## config.mk

```make
export PLATFORM = sky130hd
export DESIGN_NAME = fp_wb_ctrl
export DESIGN_NICKNAME = d
export VERILOG_FILES = /design/src/rtl/fp_wb_ctrl.sv
export SDC_FILE = /design/constraint.sdc
export NUM_CORES = 1
export LEC_CHECK = 0
export CORE_AREA = 5 5 124 126
export CTS_CLUSTER_SIZE = 10
export DETAILED_ROUTE_END_ITERATION = 6
export DIE_AREA = 0 0 129 131
export DONT_BUFFER_PORTS = 1
export HOLD_SLACK_MARGIN = 0.12
export PLACE_DENSITY = 0.47
export SLEW_MARGIN = 20
export SYNTH_ARGS = -nofsm -noshare
export SYNTH_HDL_FRONTEND = slang
export SYNTH_SLANG_ARGS = --single-unit
```

## constraint.sdc

```tcl
create_clock -name clk_i -period 3.4 [get_ports clk_i]
set_input_delay 0.68 -clock clk_i [delete_from_list [all_inputs] [get_ports clk_i]]
set_output_delay 0.68 -clock clk_i [all_outputs]
set_load 0.02 [all_outputs]
```

## src/rtl/fp_wb_ctrl.sv

```systemverilog
// FPU writeback controller: tracks in-flight FPU ops in order and steers each
// result to the FP regfile or to the integer writeback port, accruing fflags.

package fp_wb_ctrl_pkg;

  localparam int unsigned RegAw = 5;
  localparam int unsigned DataW = 32;
  localparam int unsigned FlagW = 5;

  typedef struct packed {
    logic [RegAw-1:0] rd;
    logic             to_gpr;
  } pend_t;

  typedef struct packed {
    logic [DataW-1:0] data;
    logic [FlagW-1:0] status;
    logic [RegAw-1:0] rd;
  } wb_t;

endpackage

module fp_wb_ctrl
  import fp_wb_ctrl_pkg::*;
#(
  parameter int unsigned DEPTH = 4
) (
  input  logic             clk_i,
  input  logic             rst_ni,
  input  logic             issue_valid_i,
  input  logic [RegAw-1:0] issue_rd_i,
  input  logic             issue_to_gpr_i,
  output logic             issue_ready_o,
  input  logic             fpu_out_valid_i,
  output logic             fpu_out_ready_o,
  input  logic [DataW-1:0] fpu_result_i,
  input  logic [FlagW-1:0] fpu_status_i,
  input  logic             flush_i,
  output logic             fp_we_o,
  output logic [RegAw-1:0] fp_waddr_o,
  output logic [DataW-1:0] fp_wdata_o,
  output logic             gpr_we_o,
  output logic [RegAw-1:0] gpr_waddr_o,
  output logic [DataW-1:0] gpr_wdata_o,
  input  logic             gpr_wb_ready_i,
  output logic [FlagW-1:0] fflags_o,
  input  logic             fflags_clr_i,
  output logic             err_o,
  output logic             busy_o
);

  localparam int unsigned PtrW = (DEPTH > 1) ? $clog2(DEPTH) : 1;
  localparam int unsigned CntW = PtrW + 1;

  typedef enum logic [1:0] {
    EMPTY  = 2'd0,
    WB_FP  = 2'd1,
    WB_GPR = 2'd2
  } state_e;

  pend_t            queue_q [DEPTH];
  logic [PtrW-1:0]  wptr_q, wptr_d;
  logic [PtrW-1:0]  rptr_q, rptr_d;
  logic [CntW-1:0]  cnt_q, cnt_d;
  state_e           state_q, state_d;
  wb_t              wb_q, wb_d;
  logic [FlagW-1:0] fflags_q, fflags_d;
  logic             err_q, err_d;

  pend_t            head_c;
  logic             full_c, empty_c, hs_c, push_c, pop_c, done_c;

  // Handshake, queue and commit qualifiers
  always_comb begin
    head_c  = queue_q[rptr_q];
    full_c  = (cnt_q == CntW'(DEPTH));
    empty_c = (cnt_q == '0);
    hs_c    = fpu_out_valid_i & fpu_out_ready_o;
    pop_c   = hs_c & ~empty_c & ~flush_i;
    // A retire in the same cycle frees a slot, so a full queue still takes the issue
    push_c  = issue_valid_i & (~full_c | pop_c) & ~flush_i;
    done_c  = ~flush_i & ((state_q == WB_FP) | ((state_q == WB_GPR) & gpr_wb_ready_i));
  end

  // Next-state logic for pointers, count, WB stage and flags
  always_comb begin
    state_d  = state_q;
    wb_d     = wb_q;
    cnt_d    = cnt_q;
    wptr_d   = wptr_q;
    rptr_d   = rptr_q;
    fflags_d = fflags_q;
    err_d    = 1'b0;

    if (flush_i) begin
      state_d = EMPTY;
      cnt_d   = '0;
      wptr_d  = '0;
      rptr_d  = '0;
    end else begin
      fflags_d = (fflags_clr_i ? '0 : fflags_q) | (done_c ? wb_q.status : '0);
      err_d    = hs_c & empty_c;

      if (push_c) wptr_d = wptr_q + PtrW'(1);
      if (pop_c)  rptr_d = rptr_q + PtrW'(1);

      unique case ({push_c, pop_c})
        2'b10:   cnt_d = cnt_q + CntW'(1);
        2'b01:   cnt_d = cnt_q - CntW'(1);
        default: cnt_d = cnt_q;
      endcase

      if (pop_c) begin
        wb_d.data   = fpu_result_i;
        wb_d.status = fpu_status_i;
        wb_d.rd     = head_c.rd;
      end

      unique case (state_q)
        EMPTY: begin
          if (pop_c) state_d = head_c.to_gpr ? WB_GPR : WB_FP;
        end
        WB_FP: begin
          if (pop_c) state_d = head_c.to_gpr ? WB_GPR : WB_FP;
          else       state_d = EMPTY;
        end
        WB_GPR: begin
          if (gpr_wb_ready_i) begin
            if (pop_c) state_d = head_c.to_gpr ? WB_GPR : WB_FP;
            else       state_d = EMPTY;
          end
        end
        default: state_d = EMPTY;
      endcase
    end
  end

  // State register
  always_ff @(posedge clk_i or negedge rst_ni) begin
    if (!rst_ni) begin
      state_q  <= EMPTY;
      wb_q     <= '0;
      cnt_q    <= '0;
      wptr_q   <= '0;
      rptr_q   <= '0;
      fflags_q <= '0;
      err_q    <= 1'b0;
    end else begin
      state_q  <= state_d;
      wb_q     <= wb_d;
      cnt_q    <= cnt_d;
      wptr_q   <= wptr_d;
      rptr_q   <= rptr_d;
      fflags_q <= fflags_d;
      err_q    <= err_d;
    end
  end

  // Pending-op storage
  always_ff @(posedge clk_i or negedge rst_ni) begin
    if (!rst_ni) begin
      for (int unsigned i = 0; i < DEPTH; i++) queue_q[i] <= '0;
    end else if (push_c) begin
      queue_q[wptr_q] <= '{rd: issue_rd_i, to_gpr: issue_to_gpr_i};
    end
  end

  // Flush kills the write in its own cycle, so the enables are gated here
  assign fp_we_o         = (state_q == WB_FP) & ~flush_i;
  assign gpr_we_o        = (state_q == WB_GPR) & ~flush_i;
  assign fp_waddr_o      = wb_q.rd;
  assign fp_wdata_o      = wb_q.data;
  assign gpr_waddr_o     = wb_q.rd;
  assign gpr_wdata_o     = wb_q.data;
  assign fflags_o        = fflags_q;
  assign err_o           = err_q;
  assign issue_ready_o   = ~full_c;
  assign fpu_out_ready_o = (state_q == EMPTY) | (state_q == WB_FP) |
                           ((state_q == WB_GPR) & gpr_wb_ready_i);
  assign busy_o          = ~empty_c | (state_q != EMPTY);

endmodule

```

**Word level (Yosys, flattened, before mapping)**

Cells that the tools add are included.

- $add $sub $neg: 4
- $lt $le $gt $ge: 3
- Eq/ne operators: 7
- Mux-type cells: 21
- Bitwise operators: 21
- Reduce and logical (&&, ||, !) cells: 9

Operator list:

| kind | count |
|---|---|
| 24-bit bitwise mux | 1 |
| 2-bit 2-to-1 mux | 9 |
| 6-bit 2-to-1 mux | 3 |
| 6-bit binary-select mux with 2-bit select | 1 |
| 6-bit demux with 2-bit select | 1 |
| 1-bit AND | 10 |
| 5-bit 2-to-1 mux | 2 |
| 3-bit greater-or-equal comparator, second input constant | 2 |
| 3-bit != test, second input constant | 2 |
| 2-bit inverter with 3-bit output | 2 |
| 2-bit case mux with 3 select lines | 1 |
| 3-bit case mux with 2 select lines | 1 |
| 2-bit nonzero test | 3 |
| 1-bit bitwise OR | 5 |
| 5-bit bitwise OR | 1 |
| 2-bit by 1-bit adder with 2-bit output, second input constant | 2 |
| 2-bit by 1-bit equality test with 1-bit output, second input constant | 2 |
| 2-bit equality test, second input constant | 2 |
| 2-bit AND reduction | 2 |
| 3-bit by 1-bit adder with 3-bit output, second input constant | 1 |
| 3-bit equality test, second input constant | 1 |
| 3-bit zero test | 1 |
| 3-bit by 1-bit less-than comparator with 1-bit output, second input constant | 1 |
| 3-bit 2-to-1 mux | 1 |
| 6 further kinds | 8 |

- Register bits: 81
- Output and inout bits: 85
- Logic and storage cells: 82

**Logic depth before layout (Yosys ltp)**

- Word-level depth: 12
- Depth in mapped cells: 13
- Mapped depth without buffers: 11

**Least setup slack after synthesis**

Ideal clock, no wire load.

- Path kind: flip-flop to flip-flop
- Start: register state_q[0]
- End: register cnt_q[2]
- Library setup time: 0.124 ns
- Arrival: 2.566 ns
- Required time: 3.276 ns
- Slack: 0.710 ns
- Cell stages (with the launch flop): 14
- Buffers on the path: 2
- Cells stage by stage: dfrtp_1 > inv_1 > ha_1 > a211o_1 > buf_4 > nand2_1 > nor3_2 > buf_4 > and2_1 > fa_1 > nor2_1 > and3_1 > nor4b_1 > a211o_1

- Word-level cells in the longest chain between the ends: 12

Ends and longest elaborated chain:

| item | line | source |
|---|---|---|
| start: declaration | 65 | `state_e state_q, state_d;` |
| start signal: assignment | 149 | `state_q <= state_d;` |
| 2-bit by 1-bit equality test with 1-bit output, or another cell as far along | 178 | `assign fpu_out_ready_o = (state_q == EMPTY) \| (state_q == WB_FP) \|` |
| 1-bit bitwise OR / 1-bit AND (equally long branches) | 178, 179 |  |
| 1-bit bitwise OR * | 178 |  |
| net fpu_out_ready_o | 35 | `output logic fpu_out_ready_o,` |
| 1-bit AND * | 78 | `hs_c = fpu_out_valid_i & fpu_out_ready_o;` |
| 1-bit AND * (2 in a row) | 79 | `pop_c = hs_c & ~empty_c & ~flush_i;` |
| 1-bit bitwise OR | 81 | `push_c = issue_valid_i & (~full_c \| pop_c) & ~flush_i;` |
| 1-bit AND (2 in a row) | 81 |  |
| 2-bit by 1-bit equality test with 1-bit output / 2-bit equality test (equally long branches) | 107 | `unique case ({push_c, pop_c})` |
| 3-bit case mux with 2 select lines | 107 |  |
| 3-bit 2-to-1 mux | 95 | `if (flush_i) begin` |
| end signal: assignment | 151 | `cnt_q <= cnt_d;` |
| end: declaration | 64 | `logic [CntW-1:0] cnt_q, cnt_d;` |

The timed path passes the listed nets; every way through them passes the cells marked *.
A chain may end at the register's enable or synchronous reset.

**Worst setup path after layout**

- Start: register state_q[0]
- End: register cnt_q[2]

- Word-level cells in the longest chain between the ends: 12

Ends and longest elaborated chain:

| item | line |
|---|---|
| 2-bit by 1-bit equality test with 1-bit output, or another cell as far along | 178 |
| 1-bit bitwise OR / 1-bit AND (equally long branches) | 178, 179 |
| 1-bit bitwise OR * | 178 |
| 1-bit AND * | 78 |
| 1-bit AND * (2 in a row) | 79 |
| 1-bit bitwise OR | 81 |
| 1-bit AND (2 in a row) | 81 |
| 2-bit by 1-bit equality test with 1-bit output / 2-bit equality test (equally long branches) | 107 |
| 3-bit case mux with 2 select lines | 107 |
| 3-bit 2-to-1 mux | 95 |

Mark *: on every way between the ends. The rest lies on a longest branch, timed or not.

==> impl_metrics.toml <==
[run_status]
status = "finished clean"

[place]
dpl_worst_slack_ns = 0.9134
hpwl_um = 5609
io_buffers = 0
gp_congestion = 0.6685

[routing]
wl_met3_um = 671
wl_met2_um = 3736
wl_met1_um = 3291
drtIter0Drc = 118
via_count = 2067
wl_per_cell_um = 17.90
routed_wl_um = 7947
avgViaCountPerCell = 4.655
postRouteAntennaNets = 0
dr.pass1.iters = 4
top_layer = "met4"
drc = 0

[worst_setup_path]
cpMaxStageDelayCell = "fa_1"
cp.arrival_ns = 2.71
startpoint_type = "flop"
path_cells = "inv_1 > ha_1 > a211o_1 > nand2_1 > nor3_4 > and2_1 > fa_1 > nor2_1 > and3_1 > nor4b_1 > a211o_1"
r2r_setup_slack_ns = 0.91
end_kind = "flop"
worstSetupPathType = "flop to flop"
crit_top_cell = "a211o_1"
cp_max_fo = 4
slowest_delay_ns = 0.39
worstPathRequired_ns = 3.62

[cts]
tritoncts = "built"
clockRootBuffer = "clkbuf_16"
cts.path.max_buffers = 2
clkTransAtPathRegs_ns = 0.06
cts-buffers-inserted = 9
h-tree-depth = 3
clock_latency_ns = 0.33
clock_sinks = 81

[final_layout]
drive_above_1_share = 0.3615
num_antenna_cells = 0
fillers = 1429
syn_to_final_growth_pct = -0.6042
seq_area_mm2 = 0.002027
fin_util = 0.2898
finalNetCount = 314
multi_input_area_mm2 = 0.001468

[global_route]
grt_remaining_overflow = 0
grt_first_pass_wirelength_um = 11810
grt_start_max_net_pins = 82
grt_usage = 0.09457
antenna_found_initial = 0
grt_pass1_vias = 2102

[timing]
worstMarginPinSlew_ns = 0.6840
drv_slew = 0
finalClockSkew_ns = 0.006418
fmax_mhz = 402.0
finalHoldViolations = 0
period_share = 0.7317
grt_setup_unrepaired = "no"
finalSetupViolations = 0
tns_ns = 0
period_needed_ns = 2.488
layout_setup_ws_ns = 0.9122
relSlewSlack = 0.5423

[synth]
synth_area_per_cell_um2 = 12.67
synth_area_leader_cell = "dfrtp_1"
async_flop_share = 1.000
synth-seq-area-share = 0.4894
synthCells = 327
synth_area_leaders = "dfrtp_1 (49%), mux2_2 (18%), buf_4 (15%)"
synth_top_flop_cell = "dfrtp_1"
netlist.area_leader.share = 0.4894
synth_area_mm2 = 0.004141
ys_warn_count = 0
syn_nets = 386
synth_edf_count = 0
ys_ff_latch = 81
ys_types = 43

[pwr]
power.density_mw_per_mm2 = 1047
p_leak_uw = 0.001738
power_uw = 4312
peakVddDrop_uv = 249.5

[hold_path]
worstHoldPathType = "primary input to asynchronous set/reset pin"

[job]
max-cap-violations = 0

[floorplanning]
fp.coreArea_mm2 = 0.01420
die-area_mm2 = 0.01690
initial_core_util = 0.2916
pin_count = 135
die-width_um = 129
die_h_um = 131
row_count = 44
-- layout make-up --
class                           instances  area share
Tap cell                              184     0.05593
Timing Repair Buffer                    3     0.01033
Clock buffer                           12     0.05988
Multi-Input combinational cell        153      0.3565
Clock inverter                          4     0.01854
Inverter                                7    0.006383
Sequential cell                        81      0.4924
-- critical path, delay by kind of cell (launching register included) --
kind                     cells  cell delay [ns]
AND/OR/NAND/NOR              6             0.76
adder cells (fa/ha/maj)      2             0.62
AO/OA/AOI/OAI                2             0.54
flip-flops                   1             0.37
buffers and inverters        1             0.08
-- Yosys cell counts, types with 2 or more instances --
cell       n
nand4_1    2
ha_1       8
mux2i_1    2
mux2_2    67
buf_2      2
nand2b_1   4
a211o_1    2
mux4_2     6
buf_4     80
a21oi_1    3
a211oi_1   2
a22o_1     5
dfrtp_1   81
inv_1      7
nor2_1    13
o21ai_0    3
and3_1     2
nand2_1    7
nor3_1     2
clkbuf_1   2
nor2b_1    4
nor4b_1    2
-- layout by cell type (no fill, tap or decap), types with 3 or more instances in the layout --
master     instances
dfrtp_1           81
mux2_2            67
nor2_1            13
clkbuf_16          9
ha_1               8
inv_1              7
nand2_1            7
mux4_2             6
a22o_1             5
nor2b_1            4
nand2b_1           4
a21oi_1            3
o21ai_0            3
-- power breakdown --
part	total [µW]	switching (µW)	internal, µW
Clock	1040	380	665
Combinational	904	368	537
Sequential	2360	981	1380
Total	4310	1730	2580
-- stage by stage --
| step | hold WS, ns | area [µm²] | instances |
|---|---|---|---|
| finish | 0.2321 | 4116 | 444 |
| global route | 0.2562 | 4116 | 444 |
| CTS | 0.2438 | 4116 | 444 |
| detailed placement | 0.3869 | 3766 | 427 |
| global placement | 0.3867 | 3766 | 427 |
| floorplan | 0.3844 | 4141 | 327 |
-- path summary, 6_finish.rpt --
path | startpoint | to | depth (start not counted)
max reg2reg | state_q[0] | cnt_q[2] | 11
min | rst_ni | fp_wdata_o[2] | 1
max | state_q[0] | cnt_q[2] | 11
max in group asynchronous | rst_ni | fp_waddr_o[4] | 1
min in group clk_i | flush_i | cnt_q[0] | 1
min reg2reg | wb_q[8] | fflags_o[3] | 1
-- layer usage --
layer  GRT usage  vias up
met3     0.03659       20
met2      0.1454       98
met5           0        -
li1            -      913
met1      0.1114     1036
met4     0.05868        0
-- what timing repair did --
action / CTS / global route
resized for setup: 0 / 0
hold endpoints to repair: 81 / 0
hold buffers: 1 / 0
buffers inserted: 0 / 0
-- sequential cells by signal (all words and copies together), names as in the netlist --
name	cells
rptr_q	2
wb_q	5
fflags_o	5
state_q	2
fp_waddr_o	5
err_o	1
cnt_q	3
queue_q	24
wptr_q	2
fp_wdata_o	32
-- cell families after synthesis --
group,count (synthesis),share of synthesized area
compound gates,21,0.03897
xor+xnor,2,0.004230
fa+ha+maj,9,0.02900
buf+inv,93,0.1577
flops,81,0.4894
mux,76,0.2224
simple gates,45,0.05831
No activity file was read; power rests on OpenSTA's default activity.
